**src/rtl/piso_ctrl_pkg.sv**
```systemverilog
// Shared constants and state encoding for the 10:1 serializer feed controller.
package piso_ctrl_pkg;
  localparam int WORD_W    = 10;
  localparam int FRAME_LEN = 10;
  localparam logic [WORD_W-1:0] IDLE_WORD_DEFAULT = 10'b0011111010;
  // Gap value expected on the cycle a strobe arrives.
  localparam logic [3:0] GAP_CHECK = 4'(FRAME_LEN - 1);

  typedef enum logic [1:0] {
    ACQUIRE = 2'd0,
    RUN     = 2'd1,
    ERROR   = 2'd2
  } feed_state_t;
endpackage

```
**src/rtl/rr_arbiter.sv**
```systemverilog
// Combinational round-robin arbiter: first set request at or above ptr, wrapping.
module rr_arbiter #(
  parameter int N_REQ = 4,
  parameter int IW    = $clog2(N_REQ)
) (
  input  logic [N_REQ-1:0] req,
  input  logic [IW-1:0]    ptr,
  input  logic             en,
  output logic [N_REQ-1:0] gnt,
  output logic [IW-1:0]    gnt_idx,
  output logic             any_gnt
);
  logic [IW-1:0] idx_c;

  always_comb begin
    gnt     = '0;
    gnt_idx = '0;
    any_gnt = 1'b0;
    idx_c   = '0;
    if (en) begin
      for (int k = 0; k < N_REQ; k++) begin
        idx_c = IW'((int'(ptr) + k) % N_REQ);
        if (!any_gnt && req[idx_c]) begin
          any_gnt      = 1'b1;
          gnt[idx_c]   = 1'b1;
          gnt_idx      = idx_c;
        end
      end
    end
  end
endmodule

```
**src/rtl/piso10_1_feed_ctrl.sv**
```systemverilog
// Round-robin word feed for the 10:1 PISO serializer with frame-cadence checking.
module piso10_1_feed_ctrl
  import piso_ctrl_pkg::*;
#(
  parameter int                N_REQ     = 4,
  parameter logic [WORD_W-1:0] IDLE_WORD = IDLE_WORD_DEFAULT
) (
  input  logic                      CLK_IN,
  input  logic                      RESET_IN,
  input  logic                      ENABLE_IN,
  input  logic                      DATA_USED_IN,
  input  logic [N_REQ-1:0]          REQ_VALID_IN,
  input  logic [WORD_W*N_REQ-1:0]   REQ_DATA_IN,
  output logic [N_REQ-1:0]          REQ_READY_OUT,
  output logic [WORD_W-1:0]         PARALLEL_OUT,
  output logic [$clog2(N_REQ)-1:0]  GRANT_ID_OUT,
  output logic                      IDLE_OUT,
  output logic                      SYNC_ERR_OUT
);
  localparam int IW = $clog2(N_REQ);

  feed_state_t                    state;
  logic [IW-1:0]                  ptr;
  logic [3:0]                     gap;
  logic [N_REQ-1:0][WORD_W-1:0]   req_words;
  logic [N_REQ-1:0]               gnt;
  logic [IW-1:0]                  gnt_idx;
  logic [IW-1:0]                  ptr_nxt;
  logic                           any_gnt;
  logic                           cad_err;
  logic                           load_ok;

  assign req_words = REQ_DATA_IN;

  // A strobe in RUN is only honoured when it lands exactly on the frame boundary.
  assign cad_err = (state == RUN) &&
                   ((DATA_USED_IN && gap != GAP_CHECK) || (!DATA_USED_IN && gap == GAP_CHECK));
  assign load_ok = DATA_USED_IN && !RESET_IN &&
                   ((state == ACQUIRE) || (state == RUN && gap == GAP_CHECK));

  rr_arbiter #(.N_REQ(N_REQ), .IW(IW)) u_arb (
    .req     (REQ_VALID_IN),
    .ptr     (ptr),
    .en      (load_ok && ENABLE_IN),
    .gnt     (gnt),
    .gnt_idx (gnt_idx),
    .any_gnt (any_gnt)
  );

  assign REQ_READY_OUT = gnt;
  assign ptr_nxt = (gnt_idx == IW'(N_REQ - 1)) ? '0 : gnt_idx + 1'b1;

  always_ff @(posedge CLK_IN) begin
    if (RESET_IN) begin
      state        <= ACQUIRE;
      ptr          <= '0;
      gap          <= '0;
      PARALLEL_OUT <= IDLE_WORD;
      IDLE_OUT     <= 1'b1;
      GRANT_ID_OUT <= '0;
      SYNC_ERR_OUT <= 1'b0;
    end else begin
      case (state)
        ACQUIRE, RUN: begin
          if (state == RUN) gap <= DATA_USED_IN ? 4'd0 : (gap == 4'hF ? gap : gap + 4'd1);
          else              gap <= '0;
          if (cad_err) begin
            state        <= ERROR;
            SYNC_ERR_OUT <= 1'b1;
            PARALLEL_OUT <= IDLE_WORD;
            IDLE_OUT     <= 1'b1;
          end else if (DATA_USED_IN) begin
            state <= RUN;
            if (any_gnt) begin
              PARALLEL_OUT <= req_words[gnt_idx];
              GRANT_ID_OUT <= gnt_idx;
              IDLE_OUT     <= 1'b0;
              ptr          <= ptr_nxt;
            end else begin
              PARALLEL_OUT <= IDLE_WORD;
              IDLE_OUT     <= 1'b1;
            end
          end
        end
        ERROR: begin
          PARALLEL_OUT <= IDLE_WORD;
          IDLE_OUT     <= 1'b1;
        end
        default: state <= ACQUIRE;
      endcase
    end
  end
endmodule

```
**config.mk**
```make
export PLATFORM = sky130hd
export DESIGN_NAME = piso10_1_feed_ctrl
export DESIGN_NICKNAME = d
export VERILOG_FILES = /design/src/rtl/piso_ctrl_pkg.sv /design/src/rtl/rr_arbiter.sv /design/src/rtl/piso10_1_feed_ctrl.sv
export SDC_FILE = /design/constraint.sdc
export NUM_CORES = 1
export LEC_CHECK = 0
export ABC_AREA = 1
export CAP_MARGIN = 20
export CORE_MARGIN = 5
export CORE_UTILIZATION = 50
export DETAILED_ROUTE_END_ITERATION = 8
export PLACE_DENSITY = 0.86
export SLEW_MARGIN = 20
export SYNTH_ARGS = -nofsm -noshare
export SYNTH_HDL_FRONTEND = slang
export SYNTH_SLANG_ARGS = --single-unit
```
**constraint.sdc**
```tcl
create_clock -name CLK_IN -period 6.4 [get_ports CLK_IN]
set_input_delay 1.6 -clock CLK_IN [delete_from_list [all_inputs] [get_ports CLK_IN]]
set_output_delay 1.6 -clock CLK_IN [all_outputs]
set_load 0.01 [all_outputs]
```
# Word-level counts from Yosys, hierarchy flattened
# Cells that the tools add are included.
word_totals:
  in_bits: 48
  ramBits: 0
  out_inout_bits: 18
  mem_count: 0
  mem_bits_ro: 0
  ff_bits: 22
  latch_bits: 0
op_classes:
  addsub: 5
  n_mux: 54
  n_eq_ne: 8
  n_lt_le_gt_ge: 9
  shift: 0
  multipliers: 0
  n_reduce_logical: 29
  div: 0
  bitwise_logic: 5
op_table:
  columns: ["operator", "count"]
  rows:
  - ["two-way mux 4 bit", 11]
  - ["two-way mux 10 bit", 4]
  - ["binary-select mux 10 bit (select 2 bit)", 1]
  - ["one-hot mux 10 bit (2 select lines)", 1]
  - ["two-way mux 1 bit", 19]
  - ["two-way mux 2 bit", 8]
  - ["< comparator 2 x 3 -> 1 bit, second input constant", 5]
  - ["logical AND 1 bit", 14]
  - ["OR 4 bit", 3]
  - ["binary-select mux 1 bit (select 2 bit)", 4]
  - ["demux 1 bit (select 2 bit)", 4]
  - ["== test 4 bit, second input constant", 2]
  - [">= comparator 2 x 1 -> 1 bit, second input constant", 4]
  - ["AND reduction 2 bit", 4]
  - ["inequality test 3 bit, second input constant", 2]
  - ["zero test 1 bit", 5]
  - ["adder 2 x 1 -> 2 bit, second input constant", 2]
  - ["adder 2 bit, second input constant", 2]
  - ["adder 4 x 1 -> 4 bit, second input constant", 1]
  - ["== test 2 bit, second input constant", 2]
  - ["inequality test 4 bit, second input constant", 1]
  - ["one-hot mux 2 bit (2 select lines)", 1]
  - ["AND reduction 4 bit", 1]
  - ["== test 2 x 1 -> 1 bit, second input constant", 1]
  - ["6 further kinds", 8]

# Logic depth before layout (Yosys ltp)
# Gate-level depths: netlist of run 1.
depth:
  ltp_word: 24
  depth_mapped: 17

# By module
# A second synthesis of run 1 with hierarchy kept.
hier_totals:
  hier_cells: 308
  hier_area_um2: 1883.1
by_module_without_submodules:
  columns: ["module", "cells_per_inst", "seq_area_each_um2", "area_each_um2", "instances"]
  rows:
  - ["piso10_1_feed_ctrl", 218, 440.4, 1342.5, 1]
  - ["rr_arbiter", 90, 0.0, 540.5, 1]

# Least setup slack after synthesis of run 1
# No wires, ideal clock.
synth_timing:
  path_type: "input to output"
  start: "input port REQ_VALID_IN[2]"
  end: "output port REQ_READY_OUT[0]"
  path_slack_ns: 2.323
  arrival_time_ns: 2.477
  stages: 9
  cell_sequence: "inv_1 nand2_4 nand3_2 nand2_4 nor2_4 nand3_1 o21ai_0 nand2_1 inv_1"
synth_via:
  elab_chain_len: 16
synth_rtl:
  columns: ["element", "line_no", "source"]
  rows:
  - ["start: declaration", "piso10_1_feed_ctrl.sv:12", "input logic [N_REQ-1:0] REQ_VALID_IN,"]
  - ["binary-select mux 1 bit (select 2 bit)", "rr_arbiter.sv:23", "if (!any_gnt && req[idx_c]) begin"]
  - ["two-way mux 1 bit (not written as such)", "rr_arbiter.sv:23", null]
  - ["two-way mux 1 bit", "rr_arbiter.sv:23", null]
  - ["two-way mux 1 bit", "rr_arbiter.sv:20", "if (en) begin"]
  - ["zero test 1 bit", "rr_arbiter.sv:23", null]
  - ["logical AND 1 bit", "rr_arbiter.sv:23", null]
  - ["two-way mux 1 bit", "rr_arbiter.sv:23", null]
  - ["two-way mux 1 bit", "rr_arbiter.sv:20", null]
  - ["zero test 1 bit", "rr_arbiter.sv:23", null]
  - ["logical AND 1 bit", "rr_arbiter.sv:23", null]
  - ["two-way mux 1 bit", "rr_arbiter.sv:23", null]
  - ["two-way mux 1 bit", "rr_arbiter.sv:20", null]
  - ["zero test 1 bit", "rr_arbiter.sv:23", null]
  - ["logical AND 1 bit", "rr_arbiter.sv:23", null]
  - ["two-way mux 4 bit (*)", "rr_arbiter.sv:23", null]
  - ["two-way mux 4 bit (*)", "rr_arbiter.sv:20", null]
  - ["end: declaration", "piso10_1_feed_ctrl.sv:14", "output logic [N_REQ-1:0] REQ_READY_OUT,"]
# Mark *: on every way between the ends. The rest lies on a longest branch, timed or not. The select of a mux whose other input is x is not followed.

# Final worst setup path of run 1
layout_timing:
  start: "input port REQ_VALID_IN[0]"
  end: "output port REQ_READY_OUT[0]"
# The elaborated chain is that of the path after synthesis.

==> run summary, run 1 <==
GR peak layer: met2
Setup crit start kind: input port
Max rail drop VDD: 0.115 mV
first-pass GRT wire length: 8810 um
Post-Syn Area: 0.00200 mm^2
post-route minimum period: 5.26 ns
clock-pin slew on the worst setup and hold paths: 0.08 ns
FF+latch count, synth: 22
Synth cell types: 34
count of final hold-check violations: 0
final clock skew: 0.00341 ns
TritonCTS buffer count: 3
Hold Startpoint: SYNC_ERR_OUT
Setup violations, final: 0
vias: 2,220
drt wl/cell: 12.0 um
Sink Count: 22
buffer levels on the longest clock path: 2
Post-Syn Nets: 388
clock power share: 29.1%
Crit path depth: 12
largest net degree at the start of global routing: 30
# H-tree levels: 1
antenna violations before repair: 0
setup TNS: 0 ns
met2 Resource Use GR: 36.8%
most common cell after layout, fill and taps aside: nand2_1
Setup Crit Path Kind: input port to primary output
CTS root buf: clkbuf_8
Skew-Pair Late Insertion Delay: 0.27 ns
I/O pin cnt: 66
CP peak stage delay: 0.52 ns
worst hold path depth: 1
Logic pwr share: 37.0%
crit path cell chain: clkdlybuf4s50_1 > nand2_1 > nand3_1 > nand2_2 > nor2_1 > nand2_1 > o21ai_0 > a31oi_1 > o21ai_0 > nand2_1 > inv_1 > clkdlybuf4s50_1
HPWL Detailed: 4210 um
Final #Nets: 448
Reg power frac: 33.9%
synthesized instance count: 330
sw frac: 33.6%
Setup Fix Bufs, Post-CTS: 0
Crit. End Element: primary output
hold buffer count at CTS: 0
die width: 73.3 um
Worst Path Required: 4.80 ns
outcome: finished clean
RSZ-0062 raised after global routing: false
most used cell, CP: nand2_1
vias in the first global route: 2,141
worst hold slack: 0.478 ns
Slew @ Worst Pin: 0.561 ns
Hold Crit Class: register to register
Placement Rows: 23
Worst R2R Start: ptr[0]
largest area contributor in the netlist: dfxtp_1
# diodes: 0
drt first pass iters: 4
routing usage on met1: 22.7%
fillers: 352
initial drt markers: 97
routed wire length: 5260 um
max-slew violations: 0
routability cong.: 0.920
crit-path max FO: 4
met3 Resource Use GR: 6.43%
core area: 0.00394 mm^2
Pwr Density: 167 mW/mm^2
fmax: 190 MHz
worst setup path start: REQ_VALID_IN[0]
synth warn: 0
Initial Util: 50.7%
Worst R2R Path Depth: 14
syn avg cell area: 6.06 um^2
final period utilization: 82.1%
die area: 0.00537 mm^2
# DRC: 0
Crit-path slowest cell: clkdlybuf4s50_1
Max-Cap Viols: 0
Slew HR: 62.5%
most frequent cells in the layout: nand2_1, clkdlybuf4s50_1, inv_1
share of Yosys cell area claimed by the top area cell type: 22.0%
synth top area cells: dfxtp_1, nand2_1, inv_1
fraction of registers with async set/reset: 0%
crit path buf inv count: 3
internal power: 0.302 mW
Sw Pwr: 0.152 mW
layout cells sized above 1: 8.48%
Lkg Pwr: 1.37 nW
GR Util All Layers: 20.3%
Post-DRT Antenna Nets: 0
synth-to-layout area growth: 35.6%
EDFF count, synth: 0
post_cts resized: 0
post-synthesis sequential area ratio: 22.0%
total grt overflow: 0
Worst EP arrival: 3.66 ns
Top delay family on crit path: buffers and inverters
Via density: 5.06
CTS tree: built
# port buffers: 65
Main synth FF type: dfxtp_1
Die Y: 73.3 um
metal layers:
layer,vias to the layer above,share of wire [%]
li1,1151,-
met1,985,40
met2,74,51
met3,10,8.4
met4,0,1.4
met5,-,0
kinds of logic after synthesis:
group | Yosys count | share of synthesized area [%]
and+or+nand+nor | 177 | 42.4
buffers and inverters | 80 | 17.3
AOI/OAI and AO/OA | 41 | 12.0
DFF | 22 | 22.0
adders and majority gates | 10 | 6.25
flip-flops by register name (all words and copies together), names as in the netlist:
register      count
ptr               2
SYNC_ERR_OUT      1
GRANT_ID_OUT      2
IDLE_OUT          1
state             2
PARALLEL_OUT     10
gap               4
synth_stat cells, types with 2 or more instances:
master,instances
buf_6,3
dfxtp_1,22
nand3_1,43
o21ai_0,14
nand2_1,93
a31oi_1,2
inv_2,4
inv_1,62
buf_4,2
a21oi_2,2
a22oi_1,3
a21oi_1,14
nand3b_1,6
nand3_2,3
nand4_1,2
nor2_1,8
ha_1,10
nor3_1,6
buf_2,4
nand2_2,9
nand2_4,5
metrics by stage:
stage / std cells / cell area, um^2 / utilization [%] / power [mW] / worst slack (ns)
after floorplan: 330 / 2000 / - / 0.263 / 2.32
after global placement: 435 / 2640 / 67.0 / 0.318 / 1.23
after detailed placement: 435 / 2640 / 67.0 / 0.323 / 1.17
after CTS: 439 / 2710 / 68.8 / 0.454 / 1.16
after global routing: 439 / 2710 / 68.8 / 0.480 / 0.973
final: 439 / 2710 / 68.8 / 0.454 / 1.14
final timing paths:
path | to | slack, ns
setup / recovery | REQ_READY_OUT[0] | 1.14
hold / removal | SYNC_ERR_OUT | 0.48
setup reg to reg | PARALLEL_OUT[7] | 3.43
hold reg to reg | SYNC_ERR_OUT | 0.48
power groups by stage:
| stage | combinational [mW] | clock (mW) | sequential [mW] |
|---|---|---|---|
| floorplan | 0.107 | 0 | 0.156 |
| global route | 0.187 | 0.138 | 0.155 |
| global placement | 0.162 | 0 | 0.157 |
| CTS | 0.167 | 0.133 | 0.154 |
| detailed placement | 0.166 | 0 | 0.157 |
| finish | 0.168 | 0.132 | 0.154 |
worst register-to-register path, cell delays in order (launching register included):
cell and delay, ns:
dfxtp_1 0.68, inv_8 0.12, ha_1 0.37, inv_1 0.10, nand3_1 0.10, nand2_2 0.08, a21oi_1 0.15, nand2_1 0.08
nand2_2 0.25, nand2_2 0.38, o21ai_0 0.32, nand2_1 0.10, nand3_1 0.09, nand2_1 0.06, nand2_1 0.06
layout make-up:
class                      count  area, um^2  share of cell area [%]
multi-input combinational    228        1210                    44.7
timing repair buffer          65         651                    24.0
sequential                    22         440                    16.2
inverter                      70         274                    10.1
tap                           50        62.6                    2.31
clock buffer                   3        41.3                    1.52
clock inverter                 1        30.0                    1.11
No activity file was read; power rests on OpenSTA's default activity.
==> inputs of run 2 (changes only) <==
- CORE_UTILIZATION: 50 -> 42
- PLACE_DENSITY: 0.86 -> 0.77
- clock period: 6.4 -> 4.5 ns (I/O delays scaled with it)
==> run 2 against run 1 <==
Effect of this change:
- sequential power increased by 39%
- cell count grew 1.6%
- combinational power up 45%
- critical endpoint unchanged
- largest power group unchanged
- clock power is 39% higher
- sequential share of layout area shrank 0.16 points
==> run summary, run 2 (same netlist as run 1, synthesis figures left out) <==
vias in the first global route: 2,038 (was 2,141)
final clock skew: 0.00581 ns (was 0.00341 ns)
TritonCTS buffer count: 3 (unchanged)
largest net degree at the start of global routing: 30 (unchanged)
worst hold path depth: 2 (was 1)
Layout Cells excl Fill: 446 (was 439)
CTS tree: built (unchanged)
CTS root buf: clkbuf_8 (unchanged)
Largest regs: PARALLEL_OUT (10), gap (4) (unchanged)
# diodes: 0 (unchanged)
HPWL Detailed: 4190 um (was 4210 um)
# H-tree levels: 1 (unchanged)
Via density: 4.88 (was 5.06)
I/O pin cnt: 66 (unchanged)
initial drt markers: 88 (was 97)
RSZ-0062 raised after global routing: false (unchanged)
Placement Rows: 25 (was 23)
DR WL met2: 2560 um (was 2660 um)
antenna violations before repair: 0 (unchanged)
Max-Cap Viols: 0 (unchanged)
# port buffers: 65 (unchanged)
Worst R2R Start: ptr[1] (was ptr[0])
Worst R2R Path Depth: 15 (was 14)
top sig layer: met4 (unchanged)
Worst EP arrival: 3.17 ns (was 3.66 ns)
routability cong.: 0.878 (was 0.920)
most flop-heavy register: PARALLEL_OUT (unchanged)
Lkg Pwr: 1.38 nW (was 1.37 nW)
met3 wire len: 354 um (was 444 um)
post_cts resized: 0 (unchanged)
Final #Nets: 451 (was 448)
max reg flops: 10 (unchanged)
setup TNS: 0 ns (unchanged)
Inst Count DP: 442 (was 435)
most frequent cells in the layout: nand2_1, clkdlybuf4s50_1, inv_1 (unchanged)
# DRC: 0 (unchanged)
clock-pin slew on the worst setup and hold paths: 0.08 ns (about the same)
layout cells sized above 1: 9.18% (was 8.48%)
Post-DRT Antenna Nets: 0 (unchanged)
max-slew violations: 0 (unchanged)
Worst Path Required: 3.38 ns (was 4.80 ns)
most common cell after layout, fill and taps aside: nand2_1 (unchanged)
final period utilization: 95.5%
Crit-path slowest cell: clkdlybuf4s50_1 (unchanged)
outcome: finished clean (unchanged)
crit-path max FO: 8 (was 4)
Hold Startpoint: GRANT_ID_OUT[1] (was SYNC_ERR_OUT)
drt first pass iters: 4 (unchanged)
hold buffer count at CTS: 0 (unchanged)
buffer levels on the longest clock path: 2 (unchanged)
first-pass GRT wire length: 8880 um (was 8810 um)
R2R Path End: PARALLEL_OUT[4] (was PARALLEL_OUT[7])
Skew-Pair Late Insertion Delay: 0.26 ns (was 0.27 ns)
WHS Endpoint: GRANT_ID_OUT[1] (was SYNC_ERR_OUT)
Initial Util: 42.9% (was 50.7%)
Setup Crit Path Kind: input port to primary output (unchanged)
synth-to-layout area growth: 37.0% (was 35.6%)
Sink Count: 22 (unchanged)
Reg2Reg Setup Slack: 1.74 ns (was 3.43 ns)
Setup crit start kind: input port (unchanged)
CP peak stage delay: 0.52 ns (about the same)
fmax: 233 MHz
core area: 0.00466 mm^2 (was 0.00394 mm^2)
PnR Total Power: 0.642 mW (was 0.454 mW)
Setup Fix Bufs, Post-CTS: 0 (unchanged)
Slew @ Worst Pin: 0.488 ns (was 0.561 ns)
Setup violations, final: 0 (unchanged)
crit path cell chain: clkdlybuf4s50_1 > inv_1 > nand2_1 > nand3_2 > nand2_4 > nor2_4 > nand3_1 > o21ai_0 > nand2_1 > inv_1 > clkdlybuf4s50_1 (was clkdlybuf4s50_1 > nand2_1 > nand3_1 > nand2_2 > nor2_1 > nand2_1 > o21ai_0 > a31oi_1 > o21ai_0 > nand2_1 > inv_1 > clkdlybuf4s50_1)
Die Y: 79.0 um (was 73.3 um)
post-route minimum period: 4.30 ns
Hold Crit Class: register to register (unchanged)
Pwr Density: 234 mW/mm^2 (was 167 mW/mm^2)
total grt overflow: 0 (unchanged)
routed wire length: 5210 um (was 5260 um)
GR Util All Layers: 17.4% (was 20.3%)
fillers: 450 (was 352)
Max rail drop VDD: 0.160 mV (was 0.115 mV)
die area: 0.00624 mm^2 (was 0.00537 mm^2)
count of final hold-check violations: 0 (unchanged)
drt wl/cell: 11.7 um (was 12.0 um)
die width: 79.0 um (was 73.3 um)
Core Util, Final: 58.8% (was 68.8%)
Slew HR: 67.4% (was 62.5%)
vias: 2,175 (was 2,220)
Crit. End Element: primary output (unchanged)
WL met1: 2200 um (was 2080 um)
[run 2: where the power goes]
group | switching [mW] | internal (mW)
clock network | 0.0642 | 0.119
registers | 0.00782 | 0.206
logic | 0.138 | 0.106
[run 2: per-stage QoR]
step           worst slack, ns  cell area, um^2  hold slack [ns]
6_report                 0.201             2740            0.475
5_1_grt                 0.0352             2740            0.502
4_1_cts                  0.199             2740            0.474
3_5_place_dp             0.207             2670            0.460
3_3_place_gp             0.272             2670            0.450
2_1_floorplan             1.37             2000            0.456
[run 2: worst max-delay path, delay by kind of cell]
family / cells / cell delay, ns
compound gates: 1 / 0.18
buf+inv: 4 / 1.14
simple gates: 6 / 0.71
[run 2: how the worst max path moves through the flow]
stage                                  end  cells past startpoint  slack (ns)             from
after floorplan           REQ_READY_OUT[0]                      9        1.37  REQ_VALID_IN[2]
after global placement    REQ_READY_OUT[0]                     13        0.27  REQ_VALID_IN[3]
after detailed placement  REQ_READY_OUT[0]                     11        0.21  REQ_VALID_IN[3]
after CTS                 REQ_READY_OUT[0]                     11        0.20  REQ_VALID_IN[3]
after global routing      REQ_READY_OUT[3]                     11        0.04  REQ_VALID_IN[3]
final                     REQ_READY_OUT[0]                     11        0.20  REQ_VALID_IN[3]
[run 2: cell type report]
cell class                      instances  area, um^2  share of cell area (%)
Timing Repair Buffer                   68         673                    24.6
Multi-Input combinational cell        228        1210                    44.3
Tap cell                               54        67.6                    2.47
Sequential cell                        22         440                    16.1
Clock buffer                            3        41.3                    1.51
Clock inverter                          1        30.0                    1.10
Inverter                               70         274                    10.0
[run 2: layer usage]
layer	track usage, %	vias to the layer above
li1	-	1156
met5	0	-
met4	5.33	0
met1	20.3	941
met3	5.33	10
met2	30.5	68
==> inputs of run 3 (changes only) <==
- CELL_PAD_IN_SITES_DETAIL_PLACEMENT: not set -> 0
- CELL_PAD_IN_SITES_GLOBAL_PLACEMENT: not set -> 1
- CORE_UTILIZATION: 42 -> 28
- PLACE_DENSITY: 0.77 -> not set
- PLACE_DENSITY_LB_ADDON: not set -> 0.1
==> run 3 against run 2 <==
Effect of this change:
- sequential power about the same
- core utilization down 19 points
- hold slack worse by 0.0065 ns
- total power down 10%
- register-to-register slack worse by 0.27 ns
- clock power down 36%
- cell count up 9.2%
- clock-buffer cell count unchanged
- die area up 43%
- combinational power about the same
==> run summary, run 3 (same netlist as run 1, synthesis figures left out) <==
max reg flops: 10 (unchanged)
Setup Crit Path Kind: input port to primary output (unchanged)
Lkg Pwr: 1.37 nW (was 1.38 nW)
total grt overflow: 0 (unchanged)
TritonCTS buffer count: 3 (unchanged)
initial drt markers: 53 (was 88)
Post-DRT Antenna Nets: 0 (unchanged)
clock-pin slew on the worst setup and hold paths: 0.08 ns (about the same)
Layout Cells excl Fill: 487 (was 446)
post_cts resized: 0 (unchanged)
Sink Count: 22 (unchanged)
Crit-path slowest cell: clkdlybuf4s50_1 (unchanged)
buffer levels on the longest clock path: 2 (unchanged)
CTS root buf: clkbuf_8 (unchanged)
Core Util, Final: 40.2% (was 58.8%)
Hold Crit Class: register to register (unchanged)
# H-tree levels: 1 (unchanged)
Max-Cap Viols: 0 (unchanged)
PnR Total Power: 0.577 mW (was 0.642 mW)
RSZ-0062 raised after global routing: false (unchanged)
Setup crit start kind: input port (unchanged)
fmax: 235 MHz (was 233 MHz)
Placement Rows: 30 (was 25)
die width: 94.5 um (was 79.0 um)
vias in the first global route: 2,096 (was 2,038)
core area: 0.00687 mm^2 (was 0.00466 mm^2)
count of final hold-check violations: 0 (unchanged)
CP peak stage delay: 0.52 ns (about the same)
vias: 2,177 (was 2,175)
first-pass GRT wire length: 9590 um (was 8880 um)
post-route cell area: 0.00276 mm^2 (was 0.00274 mm^2)
Via density: 4.47 (was 4.88)
# port buffers: 65 (unchanged)
Setup violations, final: 0 (unchanged)
GR Util All Layers: 13.1% (was 17.4%)
most flop-heavy register: PARALLEL_OUT (unchanged)
# diodes: 0 (unchanged)
most common cell after layout, fill and taps aside: nand2_1 (unchanged)
Inst Count DP: 484 (was 442)
Die Y: 94.5 um (was 79.0 um)
routability cong.: 0.909 (was 0.878)
max-slew violations: 0 (unchanged)
post-route minimum period: 4.26 ns (was 4.30 ns)
drt first pass iters: 4 (unchanged)
Final #Nets: 451 (unchanged)
Max rail drop VDD: 0.124 mV (was 0.160 mV)
DP Area: 0.00272 mm^2 (was 0.00267 mm^2)
Largest regs: PARALLEL_OUT (10), gap (4) (unchanged)
hold buffer count at CTS: 0 (unchanged)
die area: 0.00894 mm^2 (was 0.00624 mm^2)
DR WL met2: 2680 um (was 2560 um)
outcome: finished clean (unchanged)
Initial Util: 29.1% (was 42.9%)
I/O pin cnt: 66 (unchanged)
antenna violations before repair: 0 (unchanged)
Slew HR: 64.8% (was 67.4%)
Crit. End Element: primary output (unchanged)
HPWL Detailed: 4450 um (was 4190 um)
CTS tree: built (unchanged)
top sig layer: met4 (unchanged)
worst hold slack: 0.468 ns (was 0.475 ns)
final clock skew: 0.00293 ns (was 0.00581 ns)
pre-CTS setup slack: 0.225 ns (was 0.207 ns)
Worst EP arrival: 3.14 ns (was 3.17 ns)
met3 wire len: 369 um (was 354 um)
largest net degree at the start of global routing: 30 (unchanged)
WL met1: 2490 um (was 2200 um)
layout cells sized above 1: 8.95% (was 9.18%)
Setup Fix Bufs, Post-CTS: 0 (unchanged)
drt wl/cell: 11.5 um (was 11.7 um)
most frequent cells in the layout: nand2_1, clkdlybuf4s50_1, inv_1 (unchanged)
Slew @ Worst Pin: 0.527 ns (was 0.488 ns)
# DRC: 0 (unchanged)
Worst Slack Setup Final: 0.238 ns (was 0.201 ns)
crit-path max FO: 8 (unchanged)
setup TNS: 0 ns (unchanged)
crit path cell chain: clkdlybuf4s50_1 > inv_1 > nand2_1 > nand3_2 > nand2_4 > nor2_4 > nand3_1 > o21ai_0 > nand2_1 > inv_1 > clkdlybuf4s50_1 (unchanged)
routed wire length: 5600 um (was 5210 um)
Skew-Pair Late Insertion Delay: 0.25 ns (was 0.26 ns)
final period utilization: 94.7% (was 95.5%)
synth-to-layout area growth: 38.1% (was 37.0%)
Pwr Density: 209 mW/mm^2 (was 234 mW/mm^2)
Worst Path Required: 3.38 ns (about the same)
-- run 3: cell count changes in the layout (fill, tap and decap cells not counted), sizes merged --
cell    delta
bufinv     -1
-- run 3: final cells by class --
type | instances | area, um^2
clock buffers | 3 | 41.3
flip-flops and latches | 22 | 440
well taps | 96 | 120
fillers | 747 | 4110
inverters | 70 | 274
multi-input cells | 228 | 1210
repair buffers | 68 | 673
-- run 3: path summary, 6_finish.rpt --
kind | startpoint | to | slack (ns) | depth (start not counted)
worst max register to register | ptr[1] | PARALLEL_OUT[3] | 1.47 | 14
worst max-delay path | REQ_VALID_IN[3] | REQ_READY_OUT[0] | 0.24 | 11
worst min-delay path | GRANT_ID_OUT[1] | GRANT_ID_OUT[1] | 0.47 | 2
worst min register to register | GRANT_ID_OUT[1] | GRANT_ID_OUT[1] | 0.47 | 2
-- run 3: worst max-delay path, delay by kind of cell --
| family | cells | cell delay [ns] |
|---|---|---|
| buffers and inverters | 4 | 1.14 |
| AND/OR/NAND/NOR | 6 | 0.67 |
| AO/OA/AOI/OAI | 1 | 0.19 |
-- run 3: layer usage --
layer,global-route usage (%),vias up
met5,0,-
li1,-,1157
met4,2.28,0
met2,22.6,62
met3,3.90,6
met1,16.4,952
-- run 3: where the power goes --
group | internal, mW | total [mW] | switching [mW]
Combinational | 0.106 | 0.243 | 0.137
Clock | 0.0596 | 0.118 | 0.0587
Sequential | 0.206 | 0.215 | 0.00895
